[config.mk]
export PLATFORM = sky130hd
export DESIGN_NAME = wide_add_seq_flat
export DESIGN_NICKNAME = d
export VERILOG_FILES = /design/src/rtl/add_seq_pkg.sv /design/src/rtl/wide_add_seq_if.sv /design/src/rtl/skl_32_cskip_8.sv /design/src/rtl/wide_add_seq.sv /design/src/flat_wrapper.sv
export SDC_FILE = /design/constraint.sdc
export NUM_CORES = 1
export LEC_CHECK = 0
export CORE_ASPECT_RATIO = 1.4
export CORE_MARGIN = 1.5
export CORE_UTILIZATION = 45
export CTS_CLUSTER_SIZE = 12
export DETAILED_ROUTE_END_ITERATION = 8
export GPL_ROUTABILITY_DRIVEN = 0
export HOLD_SLACK_MARGIN = 0.12
export PLACE_DENSITY_LB_ADDON = 0.12
export REMOVE_ABC_BUFFERS = 1
export SYNTH_ARGS = -nofsm -noshare
export SYNTH_HDL_FRONTEND = slang
export SYNTH_SLANG_ARGS = --single-unit
[constraint.sdc]
create_clock -name clk -period 5.5 [get_ports clk]
set_input_delay 0.825 -clock clk [delete_from_list [all_inputs] [get_ports clk]]
set_output_delay 0.825 -clock clk [all_outputs]
set_load 0.01 [all_outputs]
[src/rtl/add_seq_pkg.sv]
// Shared constants and types for the multi-cycle wide adder.
package add_seq_pkg;

  localparam int unsigned W         = 32;
  localparam int unsigned WORDS_DEF = 4;
  localparam int unsigned IDX_W     = (WORDS_DEF > 1) ? $clog2(WORDS_DEF) : 1;

  typedef enum logic [1:0] {StIdle, StRun, StDone} state_e;

  function automatic int unsigned idx_width(input int unsigned words);
    return (words > 1) ? $clog2(words) : 1;
  endfunction

endpackage

[src/rtl/wide_add_seq_if.sv]
// Request/response bundle for wide_add_seq.
interface wide_add_seq_if #(
  parameter int unsigned WORDS = add_seq_pkg::WORDS_DEF,
  parameter int unsigned W     = add_seq_pkg::W
);

  logic                 in_valid;
  logic                 in_ready;
  logic [W*WORDS-1:0]   in_a;
  logic [W*WORDS-1:0]   in_b;
  logic                 in_sub;
  logic                 in_cin;
  logic                 out_valid;
  logic                 out_ready;
  logic [W*WORDS-1:0]   out_sum;
  logic                 out_cout;
  logic                 out_ovf;

  modport master (
    output in_valid, in_a, in_b, in_sub, in_cin, out_ready,
    input  in_ready, out_valid, out_sum, out_cout, out_ovf
  );

  modport slave (
    input  in_valid, in_a, in_b, in_sub, in_cin, out_ready,
    output in_ready, out_valid, out_sum, out_cout, out_ovf
  );

endinterface

[src/rtl/skl_32_cskip_8.sv]
// 32-bit carry-skip adder built from 8-bit Sklansky prefix blocks.
module skl_32_cskip_8 import add_seq_pkg::*; (
  input  logic [W-1:0] a,
  input  logic [W-1:0] b,
  input  logic         cin,
  output logic [W-1:0] sum,
  output logic         cout
);

  localparam int unsigned BLK  = 8;
  localparam int unsigned NBLK = W / BLK;

  // Returns {group propagate, group generate} for every prefix [i:0] of the block.
  function automatic logic [2*BLK-1:0] prefix(input logic [BLK-1:0] g, input logic [BLK-1:0] p);
    logic [BLK-1:0] gc, pc, gn, pn;
    int j;
    gc = g;
    pc = p;
    for (int s = 0; s < $clog2(BLK); s++) begin
      gn = gc;
      pn = pc;
      for (int i = 0; i < BLK; i++) begin
        if (((i >> s) & 1) == 1) begin
          j     = ((i >> s) << s) - 1;
          gn[i] = gc[i] | (pc[i] & gc[j]);
          pn[i] = pc[i] & pc[j];
        end
      end
      gc = gn;
      pc = pn;
    end
    return {pc, gc};
  endfunction

  always_comb begin
    logic [BLK-1:0] g, p, gg, pp;
    logic           c;
    sum = '0;
    c   = cin;
    for (int k = 0; k < NBLK; k++) begin
      g        = a[k*BLK +: BLK] & b[k*BLK +: BLK];
      p        = a[k*BLK +: BLK] ^ b[k*BLK +: BLK];
      {pp, gg} = prefix(g, p);
      sum[k*BLK +: BLK] = p ^ {gg[BLK-2:0] | (pp[BLK-2:0] & {(BLK-1){c}}), c};
      // A fully propagating block passes its carry-in straight through.
      c = pp[BLK-1] ? c : gg[BLK-1];
    end
    cout = c;
  end

endmodule

[src/rtl/wide_add_seq.sv]
// Wide add/subtract computed one 32-bit slice per cycle through a single shared adder.
module wide_add_seq #(
  parameter int unsigned WORDS = add_seq_pkg::WORDS_DEF,
  parameter int unsigned W     = add_seq_pkg::W
) (
  input  logic          clk,
  input  logic          rst_n,
  wide_add_seq_if.slave bus
);

  localparam int unsigned IdxW = add_seq_pkg::idx_width(WORDS);
  localparam int unsigned NB   = W * WORDS;

  add_seq_pkg::state_e state_q, state_d;
  logic [IdxW-1:0]     idx_q, idx_d;
  logic                carry_q, carry_d;
  logic [NB-1:0]       a_q, a_d, b_q, b_d, sum_q, sum_d;
  logic                cout_q, cout_d, ovf_q, ovf_d;

  logic [W-1:0] add_a, add_b, add_s;
  logic         add_co;

  assign add_a = a_q[idx_q*W +: W];
  assign add_b = b_q[idx_q*W +: W];

  skl_32_cskip_8 u_add (
    .a    (add_a),
    .b    (add_b),
    .cin  (carry_q),
    .sum  (add_s),
    .cout (add_co)
  );

  always_comb begin
    state_d = state_q;
    idx_d   = idx_q;
    carry_d = carry_q;
    a_d     = a_q;
    b_d     = b_q;
    sum_d   = sum_q;
    cout_d  = cout_q;
    ovf_d   = ovf_q;
    unique case (state_q)
      add_seq_pkg::StIdle: begin
        if (bus.in_valid) begin
          a_d     = bus.in_a;
          b_d     = bus.in_b ^ {NB{bus.in_sub}};
          carry_d = bus.in_sub | bus.in_cin;
          idx_d   = '0;
          state_d = add_seq_pkg::StRun;
        end
      end
      add_seq_pkg::StRun: begin
        sum_d[idx_q*W +: W] = add_s;
        carry_d             = add_co;
        idx_d               = idx_q + 1'b1;
        if (idx_q == IdxW'(WORDS - 1)) begin
          idx_d   = '0;
          cout_d  = add_co;
          // a^b^s at the MSB recovers the carry into the MSB.
          ovf_d   = add_a[W-1] ^ add_b[W-1] ^ add_s[W-1] ^ add_co;
          state_d = add_seq_pkg::StDone;
        end
      end
      add_seq_pkg::StDone: begin
        if (bus.out_ready) state_d = add_seq_pkg::StIdle;
      end
      default: state_d = add_seq_pkg::StIdle;
    endcase
  end

  always_ff @(posedge clk or negedge rst_n) begin
    if (!rst_n) begin
      state_q <= add_seq_pkg::StIdle;
      idx_q   <= '0;
      carry_q <= 1'b0;
      a_q     <= '0;
      b_q     <= '0;
      sum_q   <= '0;
      cout_q  <= 1'b0;
      ovf_q   <= 1'b0;
    end else begin
      state_q <= state_d;
      idx_q   <= idx_d;
      carry_q <= carry_d;
      a_q     <= a_d;
      b_q     <= b_d;
      sum_q   <= sum_d;
      cout_q  <= cout_d;
      ovf_q   <= ovf_d;
    end
  end

  assign bus.in_ready  = (state_q == add_seq_pkg::StIdle);
  assign bus.out_valid = (state_q == add_seq_pkg::StDone);
  assign bus.out_sum   = sum_q;
  assign bus.out_cout  = cout_q;
  assign bus.out_ovf   = ovf_q;

endmodule

[src/flat_wrapper.sv]
// flat-port wrapper written by rule: the top's interface ports become plain ports
module wide_add_seq_flat 
#(
  parameter int unsigned WORDS = add_seq_pkg::WORDS_DEF,
  parameter int unsigned W     = add_seq_pkg::W
)
  (clk, rst_n, bus_in_valid, bus_in_a, bus_in_b, bus_in_sub, bus_in_cin, bus_out_ready, bus_in_ready, bus_out_valid, bus_out_sum, bus_out_cout, bus_out_ovf);
  wide_add_seq_if #(.WORDS(WORDS), .W(W)) bus_i ();
  input  logic clk;
  input  logic rst_n;
  input wire logic [$bits(bus_i.in_valid)-1:0] bus_in_valid;
  input wire logic [$bits(bus_i.in_a)-1:0] bus_in_a;
  input wire logic [$bits(bus_i.in_b)-1:0] bus_in_b;
  input wire logic [$bits(bus_i.in_sub)-1:0] bus_in_sub;
  input wire logic [$bits(bus_i.in_cin)-1:0] bus_in_cin;
  input wire logic [$bits(bus_i.out_ready)-1:0] bus_out_ready;
  output wire logic [$bits(bus_i.in_ready)-1:0] bus_in_ready;
  output wire logic [$bits(bus_i.out_valid)-1:0] bus_out_valid;
  output wire logic [$bits(bus_i.out_sum)-1:0] bus_out_sum;
  output wire logic [$bits(bus_i.out_cout)-1:0] bus_out_cout;
  output wire logic [$bits(bus_i.out_ovf)-1:0] bus_out_ovf;
  assign bus_i.in_valid = bus_in_valid;
  assign bus_i.in_a = bus_in_a;
  assign bus_i.in_b = bus_in_b;
  assign bus_i.in_sub = bus_in_sub;
  assign bus_i.in_cin = bus_in_cin;
  assign bus_i.out_ready = bus_out_ready;
  assign bus_in_ready = bus_i.in_ready;
  assign bus_out_valid = bus_i.out_valid;
  assign bus_out_sum = bus_i.out_sum;
  assign bus_out_cout = bus_i.out_cout;
  assign bus_out_ovf = bus_i.out_ovf;
  wide_add_seq #(.WORDS(WORDS), .W(W)) u_core (.clk(clk), .rst_n(rst_n), .bus(bus_i));
endmodule
==> results of run 1 <==
[cells by family after synthesis]
family,after synthesis,share of synthesized area
AND/OR/NAND/NOR,650,0.140
flip-flops,391,0.533
AO/OA/AOI/OAI,336,0.117
XOR/XNOR,153,0.0731
buffers and inverters,129,0.0272
multiplexers,64,0.0786
adder cells (fa/ha/maj),42,0.0303
[layout by cell type (no fill, tap or decap), types with 3 or more instances in the layout]
cell             Yosys  routed
a211oi_1             3       3
a21o_1               8       8
a21oi_1             21      21
a22o_1              72      72
a31oi_1              3       3
a32o_1               4       4
a41oi_1              3       3
and2_1               4       3
and3_1               4       4
and4_1               5       5
buf_12               0       6
buf_4                0      11
clkbuf_1           101      11
clkbuf_16            0      41
clkbuf_8             0       6
clkdlybuf4s50_1      0     391
dfrtp_1            391     389
diode_2              0       7
fa_1                 4       4
ha_1                38      38
inv_1               16      16
mux4_2              64      64
nand2_1            582     577
nand2_2              0       4
nand2b_1             5       5
nand3_1             12      12
nand4_1              4       4
nor2_1              14      13
nor2b_1              5       5
o211ai_1             6       6
o21ai_0            188     188
o21ai_1              3       3
or3_1                5       5
xnor2_1            141     141
xor2_1              12      12
[area by class of cell]
class	count	area (µm²)
Inverter	17	63.8
Timing Repair Buffer	411	4150
Fill cell	3438	16300
Multi-Input combinational cell	1245	8100
Sequential cell	391	9790
Clock buffer	58	1150
Tap cell	534	668
Antenna cell	7	17.5
Clock inverter	4	52.6
[worst max-delay path by stage]
| stage | end | slack (ps) |
|---|---|---|
| 2_1_floorplan | u_core.b_q[0]$_DFFE_PN0P_ | -1570 |
| 3_3_place_gp | u_core.bus.out_sum[25]$_DFFE_PN0P_ | 900 |
| 3_5_place_dp | u_core.bus.out_sum[25]$_DFFE_PN0P_ | 760 |
| 4_1_cts | u_core.bus.out_sum[57]$_DFFE_PN0P_ | 700 |
| 5_1_grt | u_core.bus.out_sum[25]$_DFFE_PN0P_ | 430 |
| 6_report | u_core.bus.out_sum[57]$_DFFE_PN0P_ | 750 |
[registers in the layout (all words and copies together), names as in the netlist]
| register | flops |
|---|---|
| u_core.a_q | 128 |
| u_core.b_q | 128 |
| u_core.bus.out_sum | 128 |
| u_core.idx_q | 2 |
| u_core.state_q | 2 |
| u_core.bus.out_cout | 1 |
| u_core.bus.out_ovf | 1 |
| u_core.carry_q | 1 |
[tightest hold or removal path: cells and delay by family (launching register included)]
kind	cells	cell delay [ps]
flip-flops	1	330
AND/OR/NAND/NOR	2	110
[power by group]
group          total, µW  leakage, µW  internal, µW  switching [µW]
Sequential          4760      0.00502          3990             767
Combinational       7360      0.00511          3040            4320
Clock               2580     0.000589          1480            1100
[per-stage QoR]
stage / setup slack (ps) / instance area, µm² / total power (µW) / hold slack [ps] / setup TNS [ps]
6_report: 749 / 24000 / 14700 / 472 / 0
3_3_place_gp: 897 / 22800 / 11900 / 453 / 0
4_1_cts: 702 / 24000 / 14800 / 471 / 0
2_1_floorplan: -1570 / 17900 / 9680 / 440 / -344900
5_1_grt: 434 / 24000 / 15800 / 486 / 0
3_5_place_dp: 759 / 22800 / 12100 / 457 / 0
[per-layer routing]
layer	routed length, µm	vias to the layer above
met5	0	-
met4	2340	0
met3	3030	106
met2	26500	478
met1	22100	7032
li1	-	6664
==> metrics.cfg, run 1 <==
[global_routing]
grt_overflow=0
grt_pass1_vias=14800
grt-busiest-layer=met2
grt_max_degree=185
grt_pass1_wl_um=84400
met2_usage=0.434
track_usage=0.259
met1_usage=0.327
antenna_found_initial=7
use_met3=0.0472

[critical_path]
crit_required_ps=5900
regToRegEndpoint=u_core.bus.out_sum[57]$_DFFE_PN0P_
arrival_ps=5160
rr_startpoint=u_core.idx_q[0]$_DFFE_PN0P_
crit_chain=buf_12 -> mux4_2 -> ha_1 -> o21ai_0 -> o21ai_1 -> a2111oi_1 -> a211oi_2 -> and2_1 -> inv_1 -> fa_1 -> xor2_1 -> o21ai_0
crit_path_frequent_cell=o21ai_0
worstSetupPathDepth=12
start_kind=register
startpoint=u_core.idx_q[0]$_DFFE_PN0P_
reg2reg_slack_ps=750
cp_num_buf_inv=2
path_class=reg -> reg
worst_path_max_delay_cell=dfrtp_4
path_max_fanout=51
reg2reg_depth=12
end_kind=register
max_stage_delay_ps=760
critPathTopFamily=compound AO/OA/AOI/OAI gates

[yosys]
synth.distinct_cells=60
yosysSeqAreaShare=0.533
synth_cells=1765
synth.top_cell.area_share=0.533
ys_ff_latch=391
synth_area_leaders=dfrtp_1 53%, nand2_1 12%, mux4_2 7.9%
synth_most_common_cell=nand2_1
synth_ff_type=dfrtp_1
netlist_area_mm2=0.0183
synth-async-reset-ratio=1.00
synthTopCellsByCount=582 x nand2_1, 391 x dfrtp_1, 188 x o21ai_0
yosys.area.top_type=dfrtp_1
synth-edff-count=0
yosys_warnings=0
syn_avg_cell_area_um2=10.4

[die]
pin_count=394
die_h_um=242
rows=87
dieWidth_um=174
initial_utilization=0.455
core_mm2=0.0403
die-area_mm2=0.0420

[timing]
hold_viol_final=0
clock_skew_ps=16.5
timing.fmax_mhz=210
slew_headroom=0.198
setup_viol=0
period_needed_ps=4750
slew_violations=0
fin_crit_sh=0.864
rsz0062_at_grt=false
tightest_slew_ps=1190

[min_path]
hp-start=u_core.a_q[85]$_DFFE_PN0P_
holdPathStages=2
hold_path_class=reg -> reg
hold_path_end=u_core.a_q[85]$_DFFE_PN0P_

[job]
drv_cap=0

[clock_tree]
htreeDepth=2
numCtsBuffers=40
clock-sinks=391
postCtsHoldBufs=1
clk_pin_slew_ps=60
cts_tree=built
clk_path_buf_depth=3
clkLatencyLatePin_ps=550
cts_resized=0
cts_setup_buffers=0
root_buffer=clkbuf_16

[routing]
wl_per_cell_um=20.2
firstDrtPassIters=5
drc_errors=0
finalWirelength_um=54000
final_antenna_net_count=0
drt_first_iter_violations=942
routed_via_density=5.35
vias=14300

[placement]
dp.cells=2597
hpwlAfterDp_um=38200
port-buffer-count=393

[power]
p_per_area_mw_per_mm2=613
ir_worst_vdd_mv=0.350
leakage_uw=0.0107

[outcome]
status=completed

[layout]
postLayoutCoreUtil=0.596
nNetsFinal=2410
area_growth_pct=30.8
drive_above_1_share=0.0743
instances_no_fill=2667

(Power assumes the default switching activity.)
==> inputs of run 2 (changes only) <==
Settings changed: CORE_MARGIN 1.5 to 10, GPL_TIMING_DRIVEN from default to 0.
Clock period 5.5 ns to 5.2 ns, I/O delays scaled along.
==> run 2 against run 1 <==
Global-route usage is 3.3 points lower. Routed wire length is 4.3% higher. Clock skew is 2.8 ps lower. Worst hold slack worse by 270 ps. Combinational power is 8.6% higher. Clock power is 4% higher. Die area is 18% higher. First-iteration DRC count is 9.8% lower. Count of clock-buffer cells in the layout stayed put. Sequential power is 3% higher. Total power is 6.0% higher. Sequential cell count stayed put. Critical endpoint is now u_core.bus.out_sum[25]$_DFFE_PN0P_. Largest power group unchanged.
==> metrics.cfg, run 2 (synthesized netlist as in run 1, its figures left out) <==
[global_routing]
grt_overflow=0  ; unchanged
grt_max_degree=124  ; -33%
track_usage=0.226  ; -0.0326
antenna_found_initial=2  ; -5
grt_pass1_wl_um=87400  ; +3.6%
grt_pass1_vias=15100  ; +2.4%

[critical_path]
start_kind=register
end_kind=register
worst_path_max_delay_cell=a211oi_2
path_max_fanout=33  ; -35%
crit_chain=buf_16 -> buf_16 -> mux4_2 -> ha_1 -> a211oi_2 -> o21ai_1 -> a2111oi_1 -> a211oi_2 -> and2_1 -> inv_1 -> fa_1 -> xor2_1 -> o21ai_0
path_class=reg -> reg
reg2reg_slack_ps=320  ; -430 ps
max_stage_delay_ps=660  ; -100 ps
cp_num_buf_inv=3  ; +1
crit_required_ps=5570  ; -330 ps
critPathTopFamily=compound AO/OA/AOI/OAI gates
arrival_ps=5250  ; +90 ps

[routing]
finalWirelength_um=56300  ; +4.3%
drc_errors=0  ; unchanged
routed_via_density=5.31  ; -0.85%
final_antenna_net_count=0  ; unchanged
drt_first_iter_violations=850  ; -9.8%
vias=14100  ; -0.96%
wl_per_cell_um=21.1  ; +4.4%
firstDrtPassIters=5  ; unchanged

[clock_tree]
clk_pin_slew_ps=60  ; about the same
root_buffer=clkbuf_16
clk_path_buf_depth=3  ; unchanged
postCtsHoldBufs=0  ; -1
clkLatencyLatePin_ps=540  ; about the same
numCtsBuffers=40  ; unchanged
htreeDepth=2  ; unchanged
cts_resized=0  ; unchanged
cts_tree=built
cts_setup_buffers=0  ; unchanged
clock-sinks=391  ; unchanged

[layout]
area_growth_pct=32.0
drive_above_1_share=0.0761  ; +0.00181
final_cell_mix=577 x nand2_1, 391 x clkdlybuf4s50_1, 389 x dfrtp_1, 188 x o21ai_0, 141 x xnor2_1
stdcell_area_mm2=0.0242  ; +0.88%
fillers=3413  ; -0.73%
postLayoutCoreUtil=0.601  ; +0.00522
instances_no_fill=2664  ; -0.11%
nNetsFinal=2414  ; +0.17%
layout_commonest_cell=nand2_1

[die]
rows=87  ; unchanged
pin_count=394  ; unchanged
initial_utilization=0.455  ; unchanged
die-area_mm2=0.0493  ; +18%
dieWidth_um=191  ; +9.8%
die_h_um=259  ; +7.0%
core_mm2=0.0403  ; unchanged

[outcome]
status=completed

[power]
leakage_uw=0.0108  ; +0.87%
ir_worst_vdd_mv=0.291  ; -17%
p_per_area_mw_per_mm2=643  ; +5.0%

[timing]
timing.fmax_mhz=205  ; -2.6%
clock_skew_ps=13.7  ; -2.81 ps
finalSetupTns_ps=0  ; unchanged
setup_viol=0  ; unchanged
tightest_slew_ps=959  ; -233 ps
slew_headroom=0.358  ; +0.160
period_needed_ps=4880  ; +127 ps
rsz0062_at_grt=false
hold_viol_final=0  ; unchanged
fin_crit_sh=0.938  ; +0.0743
slew_violations=0  ; unchanged

[placement]
dp.cells=2602  ; +0.19%
port-buffer-count=393  ; unchanged
hpwlAfterDp_um=41300  ; +8.2%
place_area_mm2=0.0230  ; +1.2%

[min_path]
hold_path_class=in -> async

[job]
drv_cap=0  ; unchanged

-- run 2: worst paths after layout --
check | startpoint | to | cells past startpoint
max | u_core.idx_q[0]$_DFFE_PN0P_ | u_core.bus.out_sum[25]$_DFFE_PN0P_ | 13
min | rst_n | u_core.b_q[41]$_DFFE_PN0P_ | 1
max reg2reg | u_core.idx_q[0]$_DFFE_PN0P_ | u_core.bus.out_sum[25]$_DFFE_PN0P_ | 13
min reg2reg | u_core.a_q[81]$_DFFE_PN0P_ | u_core.a_q[81]$_DFFE_PN0P_ | 2
max in group asynchronous | rst_n | u_core.idx_q[0]$_DFFE_PN0P_ | 3
min in group clk | u_core.a_q[81]$_DFFE_PN0P_ | u_core.a_q[81]$_DFFE_PN0P_ | 2
-- run 2: where the power goes --
group	internal (µW)	leakage (µW)	switching, µW
sequential	4220	0.00502	684
clock	1530	0.000575	1150
combinational	3320	0.00522	4670
-- run 2: layer usage --
layer / routed length [µm] / up-vias / track usage
li1: - / 6674 / -
met1: 22300 / 6957 / 0.268
met2: 28300 / 424 / 0.390
met3: 3710 / 88 / 0.0559
met4: 1900 / 0 / 0.0822
met5: 0 / - / 0
-- run 2: layout make-up --
class	count	area [µm²]	share of cell area
Multi-Input combinational cell	1245	8100	0.335
Clock buffer	58	1160	0.0479
Sequential cell	391	9790	0.405
Antenna cell	2	5.00	0.000207
Clock inverter	2	10.0	0.000414
Tap cell	534	668	0.0276
Inverter	17	63.8	0.00264
Timing Repair Buffer	415	4410	0.182
-- run 2: per-stage QoR --
step | hold slack (ps) | worst slack (ps) | total power [µW]
2_1_floorplan | 440 | -1830 | 10200
5_1_grt | 235 | 18.9 | 16800
4_1_cts | 203 | 241 | 15700
3_5_place_dp | 457 | 270 | 13000
6_report | 204 | 321 | 15600
3_3_place_gp | 453 | -13750 | 12900
==> inputs of run 3 (changes only) <==
Clock period 5.2 ns to 5.3 ns, I/O delays scaled along.
==> results of run 3 <==
Same layout as run 2 (identical final DEF). Status: completed.
Among the figures that moved: setup slack after placement 270 ps -> 370 ps; setup slack after layout 321 ps -> 421 ps; hold slack 204 ps -> 219 ps; register-to-register setup slack 320 ps -> 420 ps; total power 15600 µW -> 15300 µW; worst IR drop on VDD 0.291 mV -> 0.285 mV
